$ cat config.mk
export PLATFORM = sky130hd
export DESIGN_NAME = fwd_hazard_unit_flat
export DESIGN_NICKNAME = d
export VERILOG_FILES = /design/src/rtl/fwd_hazard_unit_pkg.sv /design/src/rtl/fwd_hazard_unit_if.sv /design/src/rtl/fwd_hazard_unit_fwd_cmp.sv /design/src/rtl/fwd_hazard_unit.sv /design/src/flat_wrapper.sv
export SDC_FILE = /design/constraint.sdc
export NUM_CORES = 1
export LEC_CHECK = 0
export BUFFER_PORTS_ARGS = -buffer_cell sky130_fd_sc_hd__buf_2
export CAP_MARGIN = 20
export CORE_ASPECT_RATIO = 0.6
export CORE_MARGIN = 2
export CORE_UTILIZATION = 30
export CTS_BUF_LIST = sky130_fd_sc_hd__clkbuf_4
export DETAILED_ROUTE_END_ITERATION = 8
export GPL_TIMING_DRIVEN = 0
export PLACE_DENSITY = 0.65
export SETUP_SLACK_MARGIN = 0.15
export SYNTH_ARGS = -nofsm -noshare
export SYNTH_HDL_FRONTEND = slang
export SYNTH_SLANG_ARGS = --single-unit
$ cat constraint.sdc
create_clock -name clk -period 2.1 [get_ports clk]
set_input_delay 0.21 -clock clk [delete_from_list [all_inputs] [get_ports clk]]
set_output_delay 0.21 -clock clk [all_outputs]
set_load 0.005 [all_outputs]
$ cat src/rtl/fwd_hazard_unit_pkg.sv
// Shared definitions for the forwarding/hazard unit and the EX-stage operand muxes:
// forward-select codes and the pipeline slot record.
package fwd_hazard_unit_pkg;

  // Slot dest fields are sized for the widest supported register address;
  // narrower addresses are zero-extended, which preserves equality and the $0 test.
  localparam int MAX_REG_ADDR_W = 8;

  typedef logic [1:0] fwd_sel_t;

  localparam fwd_sel_t FWD_REG   = 2'b00;
  localparam fwd_sel_t FWD_WB    = 2'b01;
  localparam fwd_sel_t FWD_EXMEM = 2'b10;

  typedef struct packed {
    logic                      valid;
    logic [MAX_REG_ADDR_W-1:0] dest;
    logic                      regwrite;
    logic                      memread;
  } slot_t;

  localparam slot_t SLOT_BUBBLE = '0;

endpackage

$ cat src/rtl/fwd_hazard_unit_if.sv
// ID-stage request / hazard-response bundle between the decode stage and fwd_hazard_unit.
// Optional macro HAZ_STALL_CNT_EN adds the stall_count signal.
interface fwd_hazard_unit_if
  import fwd_hazard_unit_pkg::*;
#(
  parameter int REG_ADDR_W = 5,
  parameter int CNT_W      = 16
);

  logic                  id_valid;
  logic [REG_ADDR_W-1:0] id_rs;
  logic [REG_ADDR_W-1:0] id_rt;
  logic [REG_ADDR_W-1:0] id_dest;
  logic                  id_regwrite;
  logic                  id_memread;
  logic                  flush;

  logic                  stall;
  fwd_sel_t              forwardOp1;
  fwd_sel_t              forwardOp2;
  slot_t                 ex_slot;
  slot_t                 mem_slot;
  slot_t                 wb_slot;
`ifdef HAZ_STALL_CNT_EN
  logic [CNT_W-1:0]      stall_count;

  modport master (
    output id_valid, id_rs, id_rt, id_dest, id_regwrite, id_memread, flush,
    input  stall, forwardOp1, forwardOp2, ex_slot, mem_slot, wb_slot, stall_count
  );

  modport slave (
    input  id_valid, id_rs, id_rt, id_dest, id_regwrite, id_memread, flush,
    output stall, forwardOp1, forwardOp2, ex_slot, mem_slot, wb_slot, stall_count
  );
`else
  modport master (
    output id_valid, id_rs, id_rt, id_dest, id_regwrite, id_memread, flush,
    input  stall, forwardOp1, forwardOp2, ex_slot, mem_slot, wb_slot
  );

  modport slave (
    input  id_valid, id_rs, id_rt, id_dest, id_regwrite, id_memread, flush,
    output stall, forwardOp1, forwardOp2, ex_slot, mem_slot, wb_slot
  );
`endif

endinterface

$ cat src/rtl/fwd_hazard_unit_fwd_cmp.sv
// Forward-select for one source register: EX-slot producer beats MEM-slot producer,
// register 0 never forwards.
module fwd_cmp
  import fwd_hazard_unit_pkg::*;
(
  input  logic [MAX_REG_ADDR_W-1:0] src,
  input  slot_t                     ex,
  input  slot_t                     mem,
  output fwd_sel_t                  sel
);

  logic src_nz;
  logic ex_hit;
  logic mem_hit;
  logic unused_memread;

  assign src_nz  = (src != '0);
  assign ex_hit  = ex.valid  && ex.regwrite  && (ex.dest  == src) && src_nz;
  assign mem_hit = mem.valid && mem.regwrite && (mem.dest == src) && src_nz;

  // Load-ness only matters for the stall decision, not for the select code.
  assign unused_memread = ex.memread ^ mem.memread;

  assign sel = ex_hit ? FWD_EXMEM : (mem_hit ? FWD_WB : FWD_REG);

endmodule

$ cat src/rtl/fwd_hazard_unit.sv
// Load-use stall detection and registered EX-stage operand forwarding for a 5-stage pipe.
// Optional macro HAZ_STALL_CNT_EN adds a saturating load-use stall counter.
module fwd_hazard_unit
  import fwd_hazard_unit_pkg::*;
#(
  parameter int REG_ADDR_W = 5,
  parameter int CNT_W      = 16
)(
  input logic              clk,
  input logic              rst,
  fwd_hazard_unit_if.slave bus
);

  slot_t    ex_q, mem_q, wb_q;
  fwd_sel_t fwd1_q, fwd2_q;
  fwd_sel_t sel_rs, sel_rt;

  logic [MAX_REG_ADDR_W-1:0] rs_w, rt_w, dest_w;
  logic                      load_use;
  logic                      stall_w;
  logic                      kill;

  assign rs_w   = MAX_REG_ADDR_W'(bus.id_rs);
  assign rt_w   = MAX_REG_ADDR_W'(bus.id_rt);
  assign dest_w = MAX_REG_ADDR_W'(bus.id_dest);

  assign load_use = bus.id_valid && ex_q.valid && ex_q.memread && (ex_q.dest != '0) &&
                    ((ex_q.dest == rs_w) || (ex_q.dest == rt_w));

  // NOTE: stall is a function of current state only, so an asserted rst clears it
  // one cycle later once the EX slot has been emptied, not in the same cycle.
  assign stall_w = load_use && !bus.flush;
  assign kill    = stall_w || bus.flush;

  fwd_cmp u_cmp_rs (.src(rs_w), .ex(ex_q), .mem(mem_q), .sel(sel_rs));
  fwd_cmp u_cmp_rt (.src(rt_w), .ex(ex_q), .mem(mem_q), .sel(sel_rt));

  // NOTE: whole slots are cleared on reset, not just valid, so dest/regwrite never
  // carry X into the comparators on the first cycles after reset.
  always_ff @(posedge clk) begin
    if (rst) begin
      ex_q   <= SLOT_BUBBLE;
      mem_q  <= SLOT_BUBBLE;
      wb_q   <= SLOT_BUBBLE;
      fwd1_q <= FWD_REG;
      fwd2_q <= FWD_REG;
    end else begin
      mem_q <= ex_q;
      wb_q  <= mem_q;
      if (kill) begin
        ex_q   <= SLOT_BUBBLE;
        fwd1_q <= FWD_REG;
        fwd2_q <= FWD_REG;
      end else begin
        ex_q   <= '{valid: bus.id_valid, dest: dest_w,
                    regwrite: bus.id_regwrite, memread: bus.id_memread};
        fwd1_q <= sel_rs;
        fwd2_q <= sel_rt;
      end
    end
  end

  assign bus.stall      = stall_w;
  assign bus.forwardOp1 = fwd1_q;
  assign bus.forwardOp2 = fwd2_q;
  assign bus.ex_slot    = ex_q;
  assign bus.mem_slot   = mem_q;
  assign bus.wb_slot    = wb_q;

`ifdef HAZ_STALL_CNT_EN
  logic [CNT_W-1:0] stall_cnt_q;

  always_ff @(posedge clk) begin
    if (rst) begin
      stall_cnt_q <= '0;
    end else if (stall_w && (stall_cnt_q != '1)) begin
      stall_cnt_q <= stall_cnt_q + 1'b1;
    end
  end

  assign bus.stall_count = stall_cnt_q;
`endif

endmodule
$ cat src/flat_wrapper.sv
// flat-port wrapper written by rule: the top's interface ports become plain ports
module fwd_hazard_unit_flat import fwd_hazard_unit_pkg::*;
#(
  parameter int REG_ADDR_W = 5,
  parameter int CNT_W      = 16
)
  (clk, rst, bus_id_valid, bus_id_rs, bus_id_rt, bus_id_dest, bus_id_regwrite, bus_id_memread, bus_flush, bus_stall, bus_forwardOp1, bus_forwardOp2, bus_ex_slot, bus_mem_slot, bus_wb_slot);
  fwd_hazard_unit_if #(.REG_ADDR_W(REG_ADDR_W), .CNT_W(CNT_W)) bus_i ();
  input logic clk;
  input logic rst;
  input wire logic [$bits(bus_i.id_valid)-1:0] bus_id_valid;
  input wire logic [$bits(bus_i.id_rs)-1:0] bus_id_rs;
  input wire logic [$bits(bus_i.id_rt)-1:0] bus_id_rt;
  input wire logic [$bits(bus_i.id_dest)-1:0] bus_id_dest;
  input wire logic [$bits(bus_i.id_regwrite)-1:0] bus_id_regwrite;
  input wire logic [$bits(bus_i.id_memread)-1:0] bus_id_memread;
  input wire logic [$bits(bus_i.flush)-1:0] bus_flush;
  output wire logic [$bits(bus_i.stall)-1:0] bus_stall;
  output wire logic [$bits(bus_i.forwardOp1)-1:0] bus_forwardOp1;
  output wire logic [$bits(bus_i.forwardOp2)-1:0] bus_forwardOp2;
  output wire logic [$bits(bus_i.ex_slot)-1:0] bus_ex_slot;
  output wire logic [$bits(bus_i.mem_slot)-1:0] bus_mem_slot;
  output wire logic [$bits(bus_i.wb_slot)-1:0] bus_wb_slot;
  assign bus_i.id_valid = bus_id_valid;
  assign bus_i.id_rs = bus_id_rs;
  assign bus_i.id_rt = bus_id_rt;
  assign bus_i.id_dest = bus_id_dest;
  assign bus_i.id_regwrite = bus_id_regwrite;
  assign bus_i.id_memread = bus_id_memread;
  assign bus_i.flush = bus_flush;
  assign bus_stall = bus_i.stall;
  assign bus_forwardOp1 = bus_i.forwardOp1;
  assign bus_forwardOp2 = bus_i.forwardOp2;
  assign bus_ex_slot = bus_i.ex_slot;
  assign bus_mem_slot = bus_i.mem_slot;
  assign bus_wb_slot = bus_i.wb_slot;
  fwd_hazard_unit #(.REG_ADDR_W(REG_ADDR_W), .CNT_W(CNT_W)) u_core (.clk(clk), .rst(rst), .bus(bus_i));
endmodule
==> results of run 1 <==
[registers in the layout, summed over array words and instances (netlist names)]
signal and flops:
u_core.bus.forwardOp2 2, u_core.bus.forwardOp1 2, u_core.bus.mem_slot 8, u_core.bus.wb_slot 8, u_core.bus.ex_slot 8
[layout by cell type, fill, tap and decap left out, types with 5 or more instances in the layout]
cell      n
buf_2    49
dfxtp_1  22
nor2b_1  16
buf_4    11
nand2_1  11
xor2_1   10
conb_1    9
a21oi_1   8
xnor2_1   7
nor2_1    5
[worst register-to-register path: stages (launching register included)]
cell	delay, ns
dfxtp_4	0.42
xor2_1	0.26
nor4_4	0.09
buf_4	0.15
a22o_2	0.22
clkbuf_8	0.16
a2111oi_4	0.32
[power by group through the flow]
stage	clock network [mW]	registers (mW)	logic (mW)
floorplan	0	0.568	0.0706
global placement	0	0.570	0.123
detailed placement	0	0.571	0.124
CTS	0.232	0.560	0.129
global route	0.260	0.561	0.153
finish	0.230	0.558	0.139
[per-stage QoR]
step / worst slack [ns] / total power, mW
after CTS: 0.187 / 0.921
after global routing: 0.132 / 0.974
after detailed placement: 0.244 / 0.695
after global placement: 0.278 / 0.693
after floorplan: 0.524 / 0.639
final: 0.237 / 0.926
[cell families after synthesis]
kind of cell / count (synthesis)
AND/OR/NAND/NOR: 45
flip-flops: 28
XOR/XNOR: 20
AO/OA/AOI/OAI: 17
buffers and inverters: 15
other: 1
[metal layers]
metal,track usage [%],vias up,part of all wire (%)
li1,-,521,-
met5,0,-,0
met4,1.56,0,1.2
met3,5.46,4,8.7
met1,18.9,471,48
met2,20.1,45,42
[area by class of cell]
cell class | instances | area, µm² | share of cell area [%]
Multi-Input combinational cell | 91 | 648 | 38.9
Sequential cell | 28 | 576 | 34.6
Timing Repair Buffer | 50 | 253 | 15.2
Buffer | 13 | 96.3 | 5.79
Tap cell | 47 | 58.8 | 3.53
Clock buffer | 3 | 22.5 | 1.35
Inverter | 2 | 7.51 | 0.451
Clock inverter | 1 | 3.75 | 0.225
[final timing paths]
kind | to | slack [ns] | from
hold / removal | u_core.bus.ex_slot[5]$_SDFF_PP0_ | 0.06 | bus_id_dest[3]
setup reg to reg | u_core.bus.forwardOp1[0]$_SDFF_PP0_ | 0.38 | u_core.bus.ex_slot[6]$_SDFF_PP0_
setup / recovery | bus_stall | 0.24 | u_core.bus.ex_slot[3]$_SDFF_PP0_
hold reg to reg | u_core.bus.wb_slot[0]$_SDFF_PP0_ | 0.48 | u_core.bus.mem_slot[0]$_SDFF_PP0_
[what timing repair did]
| item | in CTS | in global routing |
|---|---|---|
| hold buffers | 0 | 0 |
| pin swaps | 1 | 4 |
| setup buffers | 1 | 0 |
| setup endpoints to repair | 1 | 1 |
| gates resized for setup | 9 | 13 |
==> out/results.ini, run 1 <==
[power]
pwr-share-clk_pct = 24.8
p_switching_uw = 246
comb_power_share_pct = 15.0
p_leak_nw = 0.798
ir_worst_vdd_mv = 0.233
power_density_nw_per_um2 = 556
switching_share_pct = 26.6
intPower_uw = 680
p_seq_share_pct = 60.2

[setup_path]
start_kind = register
crit_required_ns = 1.89
cp_top_family = simple AND/OR/NAND/NOR gates
end_kind = output pin
slowest_stage = dfxtp_4
cpPeakStageDelay_ns = 0.40
cp.depth = 5
path_buf_inv = 1
rr_worst_depth = 6
crit_arrival_ns = 1.65
worst-setup-path-type = reg2out
crit_chain = xor2_2, nor4_4, a22oi_2, nor3_2, buf_2
cp_max_fo = 5

[sta]
finalSetupViolations = 0
whs_ns = 0.0627
clock_skew_ns = 0.0100
fin_setup_tns_ns = 0
finalHoldViolCount = 0
slew_viol_final = 0
rsz0062_at_grt = yes
finalCriticalPeriod_ns = 1.86
slew_headroom_pct = 63.0
fin_crit_sh_pct = 88.7
fmax_mhz = 537
tightest_slew_ns = 0.556

[final_layout]
antenna_cells = 0
fillers = 396
post-route-cell-area_um2 = 1670
drive_gt1_share_pct = 44.7
final_util_pct = 44.0
layout.cells.non_filler = 235
area_delta_synth_final_pct = 36.2
nNetsFinal = 210

[global_route]
grt_max_degree = 16
grt-ovfl-total = 0
grt_usage_pct = 13.6
grt_pass1_wl_mm = 4.66
grt_pass1_vias = 954
antenna_found_initial = 0

[synthesis]
yosysSeqAreaShare_pct = 45.9
ys_ff_latch = 28
yosys.cell_count.top_type = dfxtp_1
synthAdderAreaFrac_pct = 0
synth_edf_count = 0
synthSimpleGateAreaFrac_pct = 20.3
ys_types = 28
synthMuxAreaShare_pct = 0
synth_top_cells_by_area = dfxtp_1 46%, xor2_1 9.3%, nor2b_1 8.2%, buf_4 5.5%, xnor2_1 5.0%
netlist_instances = 126
synth_top_family_by_area = simple AND/OR/NAND/NOR gates
yosys.area.top_type_share_pct = 45.9
synthFlopType = dfxtp_1
yosysTopAreaCell = dfxtp_1
ys_async_sr_fraction_pct = 0
yosys_warnings = 0
synth_compound_gate_area_share_pct = 11.1
ys_top_cells_by_count = 28 x dfxtp_1, 16 x nor2b_1, 13 x xor2_1
synth_xor_area_share_pct = 14.3
syn_area_per_cell_um2 = 9.70
netlist_area_um2 = 1220

[placed_design]
routabilityCongestion = 0.803
place_area_um2 = 1560
placedCellCount = 230
io_buffers = 49
post-dp-hpwl_mm = 2.34

[cts]
clkSinkCount = 28
clk_latency_ns = 0.33
tritoncts = yes
clock_path_buffers = 2
cts_root_buffer = clkbuf_4
cts_buffers = 3
ctsHtreeMaxLevel = 1
cts.clk_slew.worst_paths_ns = 0.15

[detailed_routing]
vias_per_cell = 4.43
wl_per_cell_um = 13.0
wl_mm = 3.06
num_vias = 1041
drt_iter0_drc = 26
drtAntennaViolNets = 0
drc = 0
drt-pass1-iter-count = 4

[flow_run]
drv_cap = 0

[outcome]
status = complete, no violations

[floorplanning]
die_w_um = 86.4
start_util_pct = 32.3
die_y_um = 53.4
die_area_um2 = 4620
rows = 17
core_area_um2 = 3790
io_pins = 59

[min_path]
hp-class = in2reg
hold-path-cell-count = 3

Power figures use the tool's default switching activity.
==> run 2, diff against run 1 <==
CORE_UTILIZATION = 47   (was 30)
PLACE_DENSITY = 0.9   (was 0.65)
==> out/results.ini, run 2 (synthesis gave the netlist of run 1 again) <==
[cts]
ctsHtreeMaxLevel = 1  ; unchanged
clock_path_buffers = 2  ; unchanged
cts_buffers = 3  ; unchanged
cts_root_buffer = clkbuf_4
clk_latency_ns = 0.33  ; about the same
tritoncts = yes
clkSinkCount = 28  ; unchanged
cts.clk_slew.worst_paths_ns = 0.14  ; about the same

[power]
intPower_uw = 680  ; about the same
p_leak_nw = 0.797  ; about the same
p_switching_uw = 235  ; -4.6%
p_seq_share_pct = 61.1  ; +0.9 points
pwr-share-clk_pct = 24.5  ; -0.3 points
power_density_nw_per_um2 = 569  ; +2.3%
ir_worst_vdd_mv = 0.401  ; +72%
switching_share_pct = 25.6  ; -0.91 points
comb_power_share_pct = 14.4  ; -0.6 points

[final_layout]
area_delta_synth_final_pct = 31.5
final_cell_mix = 49 x buf_2, 23 x dfxtp_1, 16 x nor2b_1
antenna_cells = 0  ; unchanged
final_common_cell = buf_2
layout.cells.non_filler = 221  ; -6.0%
drive_gt1_share_pct = 41.8  ; -2.9 points
nNetsFinal = 211  ; +0.48%
fillers = 218  ; -45%

[floorplanning]
rows = 14  ; -3
die_area_um2 = 3040  ; -34%
die_y_um = 43.5  ; -19%
start_util_pct = 49.1  ; +17 points
core_area_um2 = 2490  ; -34%
die_w_um = 69.8  ; -19%
io_pins = 59  ; unchanged

[global_route]
grt_pass1_vias = 952  ; -0.21%
grt_pass1_wl_mm = 4.36  ; -6.5%
grt_max_degree = 16  ; unchanged
grt_usage_pct = 18.9  ; +5.4 points
antenna_found_initial = 0  ; unchanged
grt-ovfl-total = 0  ; unchanged

[sta]
fin_setup_tns_ns = 0  ; unchanged
finalHoldViolCount = 0  ; unchanged
clock_skew_ns = 0.00299  ; -0.00703 ns
finalCriticalPeriod_ns = 1.98  ; +0.120 ns
rsz0062_at_grt = yes
fin_crit_sh_pct = 94.4  ; +5.7 points
finalSetupViolations = 0  ; unchanged
slew_viol_final = 0  ; unchanged
fmax_mhz = 504  ; -6.1%

[flow_run]
drv_cap = 0  ; unchanged

[setup_path]
worst-setup-path-type = reg2out
end_kind = output pin
crit_arrival_ns = 1.77  ; +0.12 ns
crit_required_ns = 1.89  ; about the same
cp_max_fo = 5  ; unchanged
start_kind = register
r2r_slack_ns = 0.37  ; about the same

[outcome]
status = complete, no violations

[detailed_routing]
vias_per_cell = 4.71  ; +6.3%
wl_mm = 2.85  ; -7.0%
drt-pass1-iter-count = 4  ; unchanged
drtAntennaViolNets = 0  ; unchanged
drt_iter0_drc = 44  ; +69%
drc = 0  ; unchanged
num_vias = 1041  ; unchanged
wl_per_cell_um = 12.9  ; -1.1%

[placed_design]
routabilityCongestion = 0.849  ; +5.8%
io_buffers = 49  ; unchanged
post-dp-hpwl_mm = 2.17  ; -7.3%
placedCellCount = 215  ; -6.5%

[min_path]
hp-class = in2reg

[run 2: cell count changes in the layout (fill, tap and decap cells not counted), sizes merged]
cell	before	now
clkbuf	6	7
[run 2: repair_timing]
action,in CTS,in global routing
hold endpoints to repair,0,0
endpoints found under the setup margin,1,1
hold buffers,0,0
buffers inserted,1,1
pin swaps,1,3
resized for setup,7,5
[run 2: layer usage]
layer  vias to the layer above  global-route usage, %  wire length [µm]  part of all wire (%)
met1                       465                   24.7              1370                    48
met3                         5                   7.44               260                   9.1
li1                        527                      -                 -                     -
met2                        44                   29.3              1200                    42
met4                         0                   6.15                22                  0.77
met5                         -                      0                 0                     0
[run 2: power by group through the flow]
| stage | sequential (mW) | clock (mW) | combinational (mW) |
|---|---|---|---|
| 2_1_floorplan | 0.568 | 0 | 0.0706 |
| 3_3_place_gp | 0.570 | 0 | 0.120 |
| 3_5_place_dp | 0.570 | 0 | 0.124 |
| 4_1_cts | 0.559 | 0.233 | 0.128 |
| 5_1_grt | 0.561 | 0.250 | 0.145 |
| 6_report | 0.559 | 0.224 | 0.131 |
[run 2: worst max-delay path: stages (launching register included)]
cell     delay, ns
dfxtp_4       0.39
xor2_1        0.15
nor4_2        0.37
a22oi_1       0.16
nor3_2        0.23
buf_2         0.14
[run 2: worst paths after layout]
| kind | end | cells after the start | from |
|---|---|---|---|
| min | u_core.bus.ex_slot[3]$_SDFF_PP0_ | 3 | bus_id_dest[1] |
| max | bus_stall | 5 | u_core.bus.ex_slot[3]$_SDFF_PP0_ |
| min reg2reg | u_core.bus.wb_slot[0]$_SDFF_PP0_ | 1 | u_core.bus.mem_slot[0]$_SDFF_PP0_ |
| max reg2reg | u_core.bus.forwardOp1[0]$_SDFF_PP0_ | 7 | u_core.bus.ex_slot[4]$_SDFF_PP0_ |
[run 2: final cells by class]
type	count	area (µm²)	share of cell area, %
buffer	13	96.3	5.99
clock buffer	3	22.5	1.40
clock inverter	1	3.75	0.233
inverter	2	7.51	0.467
multi-input combinational	91	608	37.8
sequential	28	569	35.4
tap	32	40.0	2.49
timing repair buffer	51	260	16.2
[run 2: per-stage QoR]
step	worst slack [ns]	utilization (%)	area (µm²)	hold WS [ns]	power, mW
6_report	0.117	64.6	1610	0.0708	0.914
5_1_grt	0.0688	64.6	1610	0.0535	0.956
4_1_cts	0.149	63.9	1590	0.0618	0.921
3_5_place_dp	0.303	61.8	1540	0.433	0.694
3_3_place_gp	0.270	61.8	1540	0.434	0.690
2_1_floorplan	0.524	-	1250	0.282	0.639
==> run 3, diff against run 2 <==
CORE_UTILIZATION = 51   (was 47)
PLACE_DENSITY = 0.95   (was 0.9)
clock period = 2.3 ns   (was 2.1 ns; I/O delays follow)
==> out/results.ini, run 3 (synthesis gave the netlist of run 1 again) <==
[final_layout]
seqCellArea_um2 = 561  ; -1.5%
layout.cells.non_filler = 217  ; -1.8%
antenna_cells = 0  ; unchanged
multi_input_area_um2 = 598  ; -1.6%
nNetsFinal = 209  ; -0.95%
final_cell_mix = 49 x buf_2, 28 x dfxtp_1, 16 x nor2b_1
final_common_cell = buf_2
fillers = 186  ; -15%
post-route-cell-area_um2 = 1570  ; -2.4%
area_delta_synth_final_pct = 28.4
final_util_pct = 70.9  ; +6.3 points
drive_gt1_share_pct = 37.4  ; -4.4 points

[floorplanning]
rows = 13  ; -1
die_y_um = 41.9  ; -3.6%
die_area_um2 = 2820  ; -7.3%
start_util_pct = 55.3  ; +6.1 points
io_pins = 59  ; unchanged
core_area_um2 = 2210  ; -11%
die_w_um = 67.2  ; -3.8%

[sta]
fin_setup_tns_ns = 0  ; unchanged
fin_crit_sh_pct = 88.9
clock_skew_ns = 0.00158  ; -0.00141 ns
finalCriticalPeriod_ns = 2.04
rsz0062_at_grt = no
finalSetupViolations = 0  ; unchanged
fmax_mhz = 489
slew_viol_final = 0  ; unchanged
finalHoldViolCount = 0  ; unchanged

[min_path]
hold_start = bus_id_memread
hp-class = in2reg

[setup_path]
crit_chain = nor3_1, a21oi_1, clkbuf_2, inv_1, nor3_1, buf_2
slowest_stage = dfxtp_1
cpMostUsedCell = nor3_1
rr_startpoint = u_core.bus.ex_slot[5]$_SDFF_PP0_
worst-setup-path-type = reg2out
crit_required_ns = 2.07  ; +0.18 ns
crit_arrival_ns = 1.81  ; +0.04 ns
start_kind = register
cpPeakStageDelay_ns = 0.50  ; +0.11 ns
path_buf_inv = 3  ; +2
cp_top_family = buffers and inverters
end_kind = output pin
cp_max_fo = 10  ; +5
worstSetupStartpoint = u_core.bus.ex_slot[6]$_SDFF_PP0_

[detailed_routing]
num_vias = 1058  ; +1.6%
drtAntennaViolNets = 0  ; unchanged
drt_iter0_drc = 52  ; +18%
drc = 0  ; unchanged
wl_mm = 2.86  ; +0.63%
drt-pass1-iter-count = 4  ; unchanged
vias_per_cell = 4.88  ; +3.5%
wl_per_cell_um = 13.2  ; +2.5%

[global_route]
grt_max_degree = 16  ; unchanged
antenna_found_initial = 0  ; unchanged
grt-ovfl-total = 0  ; unchanged
grt_pass1_wl_mm = 4.36  ; unchanged
grt_pass1_vias = 961  ; +0.95%
grt_usage_pct = 20.7  ; +1.8 points

[placed_design]
place_area_um2 = 1540  ; -0.16%
io_buffers = 49  ; unchanged
post-dp-hpwl_mm = 2.33  ; +7.2%
routabilityCongestion = 0.889  ; +4.7%
placedCellCount = 213  ; -0.93%

[power]
power_density_nw_per_um2 = 531  ; -6.7%
ir_worst_vdd_mv = 0.248  ; -38%
p_leak_nw = 0.783  ; -1.8%

[cts]
cts_root_buffer = clkbuf_4
cts_setup_buffers = 0  ; -1
clkSinkCount = 28  ; unchanged
clk_latency_ns = 0.33  ; about the same
cts.clk_slew.worst_paths_ns = 0.14  ; about the same
ctsHtreeMaxLevel = 1  ; unchanged
cts_buffers = 3  ; unchanged
clock_path_buffers = 2  ; unchanged
cts_hold_buf = 0  ; unchanged
tritoncts = yes

[flow_run]
drv_cap = 0  ; unchanged

[outcome]
status = complete, no violations

[run 3: stage by stage]
| step | hold WS, ns | power, mW | setup slack (ns) |
|---|---|---|---|
| 2_1_floorplan | 0.302 | 0.583 | 0.704 |
| 3_3_place_gp | 0.440 | 0.629 | 0.485 |
| 3_5_place_dp | 0.457 | 0.636 | 0.487 |
| 4_1_cts | 0.0931 | 0.833 | 0.259 |
| 5_1_grt | 0.0836 | 0.870 | 0.151 |
| 6_report | 0.0960 | 0.832 | 0.255 |
[run 3: path summary, 6_finish.rpt]
check / cells after the start / slack, ns / to
min: 3 / 0.1 / u_core.bus.ex_slot[0]$_SDFF_PP0_
max reg2reg: 5 / 0.70 / u_core.bus.forwardOp1[0]$_SDFF_PP0_
max: 6 / 0.26 / bus_stall
min reg2reg: 1 / 0.48 / u_core.bus.wb_slot[0]$_SDFF_PP0_
[run 3: repair_timing]
action	in CTS	in global routing
cloned	0	0
endpoints found under the setup margin	1	1
resized for setup	2	0
pin swaps	0	1
[run 3: area by class of cell]
cell class	count	area share, %
flip-flops and latches	28	35.7
clock inverters	1	0.239
well taps	30	2.39
repair buffers	49	15.6
multi-input cells	91	38.1
plain buffers	13	5.98
inverters	2	0.478
clock buffers	3	1.44
[run 3: layer usage]
layer | GRT usage, % | vias up | part of all wire (%) | wire [µm]
met2 | 33.7 | 49 | 45 | 1300
met1 | 27.1 | 478 | 46 | 1310
met4 | 5.71 | 0 | 1.5 | 43
met3 | 5.42 | 7 | 7.4 | 212
met5 | 0 | - | 0 | 0
li1 | - | 524 | - | -
[run 3: tightest hold or removal path, delay by kind of cell]
family / cells / cell delay (ns)
and+or+nand+nor: 1 / 0.04
AOI/OAI and AO/OA: 1 / 0.03
buffers and inverters: 1 / 0.10
[run 3: report_power, final]
group / internal, mW / switching [mW]
clock: 0.0639 / 0.140
sequential: 0.497 / 0.0123
combinational: 0.0580 / 0.0610
